[src/rtl/ysyx_23060072_if_fetch_ctrl.sv]
`default_nettype none
// ============================================================================
//  Module   : ysyx_23060072_if_fetch_ctrl
//  Purpose  : IF-stage fetch controller. Owns the fetch PC and keeps at most
//             one memory request outstanding. Each returned word is shown to
//             the external combinational BPU, whose decision selects the next
//             PC (predicted target or PC+4). EX redirects override the PC and
//             squash any word already in flight. The fetched word is handed
//             to ID as {pc, instr, predict_taken} with a valid/ready handshake.
//  Ports    :
//    clk, rst                  clock, synchronous active-high reset
//    ifu_req_*                 fetch request channel (valid/ready, address)
//    ifu_rsp_*                 fetch response channel (valid/ready, data)
//    bpu_instr_rdata/addr_o    word and its address presented to the BPU
//    bpu_predict_flag/pc_i     BPU decision for the presented word
//    redirect_valid/pc_i       EX redirect (pc bits [1:0] ignored)
//    if_valid_o / if_ready_i   IF/ID handshake
//    if_pc/instr/predict_o     IF/ID payload (zero unless if_valid_o)
//  Revision : 1.0  initial release
// ============================================================================
module ysyx_23060072_if_fetch_ctrl #(
   parameter logic [31:0] RESET_PC = 32'h8000_0000
) (
   input  logic        clk,
   input  logic        rst,
   // fetch request channel
   output logic        ifu_req_valid_o,
   input  logic        ifu_req_ready_i,
   output logic [31:0] ifu_req_addr_o,
   // fetch response channel
   input  logic        ifu_rsp_valid_i,
   output logic        ifu_rsp_ready_o,
   input  logic [31:0] ifu_rsp_data_i,
   // branch predictor interface
   output logic [31:0] bpu_instr_rdata_o,
   output logic [31:0] bpu_instr_addr_o,
   input  logic        bpu_predict_flag_i,
   input  logic [31:0] bpu_predict_pc_i,
   // redirect from EX
   input  logic        redirect_valid_i,
   input  logic [31:0] redirect_pc_i,
   // IF/ID handshake
   output logic        if_valid_o,
   input  logic        if_ready_i,
   output logic [31:0] if_pc_o,
   output logic [31:0] if_instr_o,
   output logic        if_predict_taken_o
);

   // ------------------------------------------------------------------------
   // State encoding
   // ------------------------------------------------------------------------
   localparam logic [1:0] S_IDLE = 2'd0;   // load request address from PC
   localparam logic [1:0] S_REQ  = 2'd1;   // request presented to memory
   localparam logic [1:0] S_WAIT = 2'd2;   // waiting for the response word
   localparam logic [1:0] S_HOLD = 2'd3;   // payload offered to ID

   // ------------------------------------------------------------------------
   // Registers
   // ------------------------------------------------------------------------
   logic [1:0]  r_state;
   logic [31:0] r_pc;          // PC of the next fetch
   logic [31:0] r_req_addr;    // address of the current/outstanding request
   logic [31:0] r_instr;       // held instruction word
   logic [31:0] r_ipc;         // PC of the held instruction
   logic        r_ptaken;      // BPU decision for the held instruction
   logic        r_drop;        // the in-flight word belongs to a squashed path

   // ------------------------------------------------------------------------
   // Combinational helpers
   // ------------------------------------------------------------------------
   logic [1:0]  w_state_nxt;
   logic        w_redirect;    // redirect that actually takes effect
   logic [31:0] w_redirect_pc;
   logic [31:0] w_seq_pc;
   logic [31:0] w_next_pc;
   logic        w_req_fire;
   logic        w_rsp_fire;
   logic        w_id_fire;
   logic        w_is_hold;

   // Masking keeps every redirect target word aligned.
   assign w_redirect_pc = redirect_pc_i & 32'hFFFF_FFFC;
   // Wraps naturally modulo 2^32.
   assign w_seq_pc      = r_req_addr + 32'd4;
   assign w_next_pc     = bpu_predict_flag_i ? bpu_predict_pc_i : w_seq_pc;

   // Redirects are not accepted in IDLE; IDLE only lasts one cycle.
   assign w_redirect = redirect_valid_i && (r_state != S_IDLE);

   assign w_req_fire = ifu_req_valid_o && ifu_req_ready_i;
   assign w_rsp_fire = ifu_rsp_valid_i && ifu_rsp_ready_o;
   assign w_id_fire  = if_valid_o && if_ready_i;
   assign w_is_hold  = (r_state == S_HOLD);

   // The BPU looks at the word as it arrives, paired with its request address.
   assign bpu_instr_rdata_o = ifu_rsp_data_i;
   assign bpu_instr_addr_o  = r_req_addr;
   assign ifu_req_addr_o    = r_req_addr;

   // ------------------------------------------------------------------------
   // FSM: state register
   // ------------------------------------------------------------------------
   always_ff @(posedge clk) begin
      if (rst) begin
         r_state <= S_IDLE;
      end else begin
         r_state <= w_state_nxt;
      end
   end

   // ------------------------------------------------------------------------
   // FSM: next-state logic
   // ------------------------------------------------------------------------
   always_comb begin
      w_state_nxt = r_state;
      case (r_state)
         S_IDLE: begin
            w_state_nxt = S_REQ;
         end
         S_REQ: begin
            // A redirect here does not cancel the request; the word is
            // dropped on return instead, so the address stays stable.
            if (w_req_fire) begin
               w_state_nxt = S_WAIT;
            end
         end
         S_WAIT: begin
            if (w_rsp_fire) begin
               if (w_redirect || r_drop) begin
                  w_state_nxt = S_REQ;
               end else begin
                  w_state_nxt = S_HOLD;
               end
            end
         end
         S_HOLD: begin
            if (w_redirect) begin
               w_state_nxt = S_IDLE;
            end else if (w_id_fire) begin
               w_state_nxt = S_REQ;
            end
         end
         default: begin
            w_state_nxt = S_IDLE;
         end
      endcase
   end

   // ------------------------------------------------------------------------
   // FSM: outputs
   // ------------------------------------------------------------------------
   always_comb begin
      ifu_req_valid_o    = 1'b0;
      ifu_rsp_ready_o    = 1'b0;
      if_valid_o         = 1'b0;
      if_pc_o            = 32'd0;
      if_instr_o         = 32'd0;
      if_predict_taken_o = 1'b0;
      case (r_state)
         S_REQ:  ifu_req_valid_o = 1'b1;
         S_WAIT: ifu_rsp_ready_o = 1'b1;
         S_HOLD: begin
            if_valid_o         = 1'b1;
            if_pc_o            = r_ipc;
            if_instr_o         = r_instr;
            if_predict_taken_o = r_ptaken;
         end
         default: begin
            ifu_req_valid_o = 1'b0;
         end
      endcase
   end

   // ------------------------------------------------------------------------
   // Datapath registers
   // ------------------------------------------------------------------------
   always_ff @(posedge clk) begin
      if (rst) begin
         r_pc       <= RESET_PC;
         r_req_addr <= 32'd0;
         r_instr    <= 32'd0;
         r_ipc      <= 32'd0;
         r_ptaken   <= 1'b0;
         r_drop     <= 1'b0;
      end else begin
         case (r_state)
            S_IDLE: begin
               r_req_addr <= r_pc;
            end
            S_REQ: begin
               if (w_redirect) begin
                  r_pc   <= w_redirect_pc;
                  r_drop <= 1'b1;
               end
            end
            S_WAIT: begin
               if (w_rsp_fire) begin
                  if (w_redirect) begin
                     // The arriving word is the one being squashed, so no
                     // further drop is owed: go straight to the new target.
                     r_pc       <= w_redirect_pc;
                     r_req_addr <= w_redirect_pc;
                     r_drop     <= 1'b0;
                  end else if (r_drop) begin
                     r_drop     <= 1'b0;
                     r_req_addr <= r_pc;
                  end else begin
                     r_instr  <= ifu_rsp_data_i;
                     r_ipc    <= r_req_addr;
                     r_ptaken <= bpu_predict_flag_i;
                     r_pc     <= w_next_pc;
                  end
               end else if (w_redirect) begin
                  r_pc   <= w_redirect_pc;
                  r_drop <= 1'b1;
               end
            end
            S_HOLD: begin
               if (w_redirect) begin
                  r_pc <= w_redirect_pc;
               end else if (w_id_fire) begin
                  r_req_addr <= r_pc;
               end
            end
            default: begin
               r_drop <= 1'b0;
            end
         endcase
      end
   end

   // Keeps the hold decode visible as a single named term for debug probes.
   logic w_hold_unused;
   assign w_hold_unused = w_is_hold & 1'b0;

endmodule
`default_nettype wire

[config.mk]
export PLATFORM = sky130hd
export DESIGN_NAME = ysyx_23060072_if_fetch_ctrl
export DESIGN_NICKNAME = d
export VERILOG_FILES = /design/src/rtl/ysyx_23060072_if_fetch_ctrl.sv
export SDC_FILE = /design/constraint.sdc
export NUM_CORES = 1
export LEC_CHECK = 0
export ABC_AREA = 1
export BUFFER_PORTS_ARGS = -buffer_cell sky130_fd_sc_hd__buf_4
export CAP_MARGIN = 15
export CORE_AREA = 10 10 139 141
export CTS_CLUSTER_DIAMETER = 50
export DETAILED_ROUTE_END_ITERATION = 16
export DIE_AREA = 0 0 149 151
export GPL_TIMING_DRIVEN = 0
export PLACE_DENSITY_LB_ADDON = 0.15
export SYNTH_ARGS = -nofsm -noshare
export SYNTH_HDL_FRONTEND = slang
export SYNTH_SLANG_ARGS = --single-unit
export TNS_END_PERCENT = 100
[constraint.sdc]
create_clock -name clk -period 2.4 [get_ports clk]
set_input_delay 0.12 -clock clk [delete_from_list [all_inputs] [get_ports clk]]
set_output_delay 0.12 -clock clk [all_outputs]
set_load 0.01 [all_outputs]
==> results by group <==
Drt
  • DRT met1 WL: 12.5 mm
  • Routed WL per cell: 17.4 um
  • DR vias: 9346
  • Highest routed metal layer: met4
  • DR iter-0 viols: 962
  • Post-DRT Antenna Nets: 0
  • DRC viols: 0
  • Vias per cell: roughly 5.2
  • Met3 wire length: around 3.4 mm
  • Met2 WL: 14.7 mm
  • Total wire length: 31.4 mm
  • Detailed Routing Iterations Pass 1: 6

Logic synthesis
  • Fraction of the yosys area taken by sequential cells: 32.6%
  • Syn Inst Count: 1278
  • Main synth FF type: dfxtp_1
  • Synth Cell Area: 8110 um^2
  • Synthesized net count: 1386
  • Yosys reg bits: between 100 and 150
  • Syn. warnings: 0
  • Synth cell types: 37
  • Post-synth ARST share: 0%
  • Number of synthesized flops with an enable pin: 0
  • Synth Area per Inst: 6.34 um^2

Global route
  • Vias in the first global route: 8441
  • Initial antenna violation count: 0
  • Grt ovf: 0
  • All-Layer GR Usage: 26.5%
  • Largest net degree at the start of global routing: 17
  • First-pass GRT wire length: 47.2 mm

Pwr
  • Clock power share: 24.7%
  • Sequential share of power: 32.3%
  • Psw: 4620 uW
  • Pwr dens: 1010 nW/um^2
  • Peak supply drop: 539 uV
  • Logic pwr share: 43.1%
  • Leak: roughly 0.0054 uW
  • Internal: approximately 6600 uW
  • Sw frac: 41.2%

Timing
  • RSZ-0062 raised after global routing: false
  • Setup tns final: 0 ns
  • Achievable Freq: 431 MHz
  • Final slew viol count: 0
  • Worst Skew: 0.00777 ns
  • Fin. Hold Viols: 0
  • Worst Max-Slew Pin Slew: ~0.73 ns
  • Crit path time final: 2.32 ns
  • Relative slew slack: 51.0%
  • Final Setup Violations: 0
  • Period utilisation layout: between 90 and 100%

CTS
  • Clock transition at path regs: 0.06 ns
  • CTS tree: built
  • Worst-skew pair later-pin latency: around 0.42 ns
  • Clock sinks: ~130
  • Clk buf depth: 2
  • Setup Fix Bufs, Post-CTS: 0
  • Clk root buf: clkbuf_16
  • # H-tree levels: 4
  • TritonCTS Buffers: 17

Place
  • GPL Wtd Cong: 0.967
  • Placed Cells: around 1800
  • Post-DP HPWL: 24.4 mm
  • Port bufs: around 260

Critical path
  • CP cell instances: inv_1 -> ha_1 -> inv_2 -> nand2_2 -> inv_2 -> nand2_2 -> clkbuf_1 -> o21ai_0 -> a21oi_1
  • CP Depth: 9
  • Crit Path Max Fanout: 10
  • Top delay family on crit path: buffers and inverters
  • Slowest-stage cell, CP: clkbuf_1
  • Crit end category: flop
  • R2R depth: 9
  • Crit-path max cell delay: 0.51 ns
  • Setup Crit Path Kind: flop to flop
  • Setup crit start kind: flop
  • Bufs and invs on worst path: 4
  • Critical Path RT: 2.75 ns
  • Critical Path AT: around 2.7 ns

Floorplanning
  • Die width: 149 um
  • DIE HEIGHT: 151 um
  • Initial Util: 49.2%
  • Die area: between 20000 and 25000 um^2
  • I/O pin cnt: 267
  • Row count: 47
  • Core ar.: 16500 um^2

Layout
  • # diodes: 0
  • Area Overhead vs Synth: 37.4%
  • Fillers: 1562
  • Fraction of layout cells with a size suffix above 1: 27.3%
  • Most frequent cells in the layout: buf_4, nand2_1, inv_1
  • Finished Layout Cells: 1807
  • Nets: approximately 1700
  • Register Area: around 2600 um^2
  • Post-layout util: just under 70%
  • Commonest non-fill, non-tap cell in the layout: buf_4
  • Multi-input logic area: 3840 um^2

Worst hold path
  • Tightest Hold Check Type: primary input to flop
  • Hold path cells: 3

Run
  • Max-Cap Viols: 0

Outcome
  • Status: completed
-- area by class of cell --
class	count	area share (%)
multi-input cells	793	34.5
inverters	217	7.31
flip-flops and latches	132	23.7
clock inverters	9	1.36
well taps	220	2.47
clock buffers	22	4.17
repair buffers	278	19.1
plain buffers	136	7.35
-- cell families (layout without fill, tap and decap cells) --
kind of cell / count (synthesis) / count (layout) / synth area share, %
AOI/OAI and AO/OA: 350 / 350 / 22.9
xor gates and xnor gates: 4 / 4 / 0.432
and+or+nand+nor: 422 / 422 / 21.8
adders and majority gates: 5 / 5 / 0.772
muxes: 12 / 12 / 1.48
buffers and inverters: 353 / 662 / 20.0
DFF: 132 / 132 / 32.6
-- Yosys cell counts (3+ instances only) --
cell type  count  area share, %
clkbuf_1      41            1.9
nor2_1        46            2.1
a211oi_1       3           0.28
ha_1           5           0.77
nand2_2       10           0.77
buf_1          4           0.19
nor2_4         7           0.97
a21oi_2        4           0.43
a21oi_1      143            8.8
nor3_1         3           0.19
o211ai_1       6           0.56
buf_4         66            6.1
inv_2         10           0.46
o21ai_0      169             10
buf_6          3           0.42
nor2_2         7           0.54
inv_1        207            9.6
a311oi_1       3           0.32
xor2_1         3           0.32
buf_2         22            1.4
nand2_1      295             14
a31oi_1       11           0.85
mux2i_1       12            1.5
nand3_1       48            3.0
dfxtp_1      132             33
-- power by group through the flow --
stage               clock [uW]  sequential [uW]  combinational [uW]
global placement             0             3630                4660
global route              2870             3690                5270
detailed placement           0             3640                4720
floorplan                    0             3420                2740
finish                    2770             3620                4830
CTS                       2770             3600                4770
-- stage by stage --
step / total power (uW) / hold WS, ns / setup slack, ns / cell area [um^2]
floorplan: 6160 / 0.289 / 0.646 / 8110
global placement: 8290 / 0.413 / 0.133 / 10400
detailed placement: 8370 / 0.420 / 0.110 / 10400
CTS: 11100 / 0.000471 / 0.0182 / 11100
global route: 11800 / 0.0179 / 0.00894 / 11100
finish: 11200 / 0.00230 / 0.0794 / 11100
-- repair_timing --
action / in CTS / in global routing
setup endpoints to repair: 50 / 101
endpoints found under the hold margin: 15 / 0
hold buffers: 15 / 0
resized for setup: 1 / 11
-- registers in the layout, indices dropped and copies added (netlist names) --
| signal | flops |
|---|---|
| r_ipc | 32 |
| bpu_instr_addr_o | 32 |
| r_drop | 1 |
| r_ptaken | 1 |
| r_instr | 32 |
| r_state | 2 |
| r_pc | 32 |
-- worst min-delay path: stages --
cell	delay (ns)
buf_4	0.09
o21ai_0	0.07
a21oi_1	0.11
-- worst paths after layout --
| check | endpoint | startpoint | slack (ns) |
|---|---|---|---|
| worst max-delay path | bpu_instr_addr_o[19] | r_state[1] | 0.08 |
| worst min-delay path | r_instr[15] | ifu_rsp_data_i[15] | 0.002 |
| worst max register to register | bpu_instr_addr_o[19] | r_state[1] | 0.08 |
| worst min register to register | r_ptaken | r_ptaken | 0.44 |
-- per-layer routing --
metal,GRT usage (%),vias up
met4,8.73,0
li1,-,4588
met5,0,-
met2,44.3,547
met3,6.32,70
met1,32.7,4141
(Power assumes the default switching activity.)
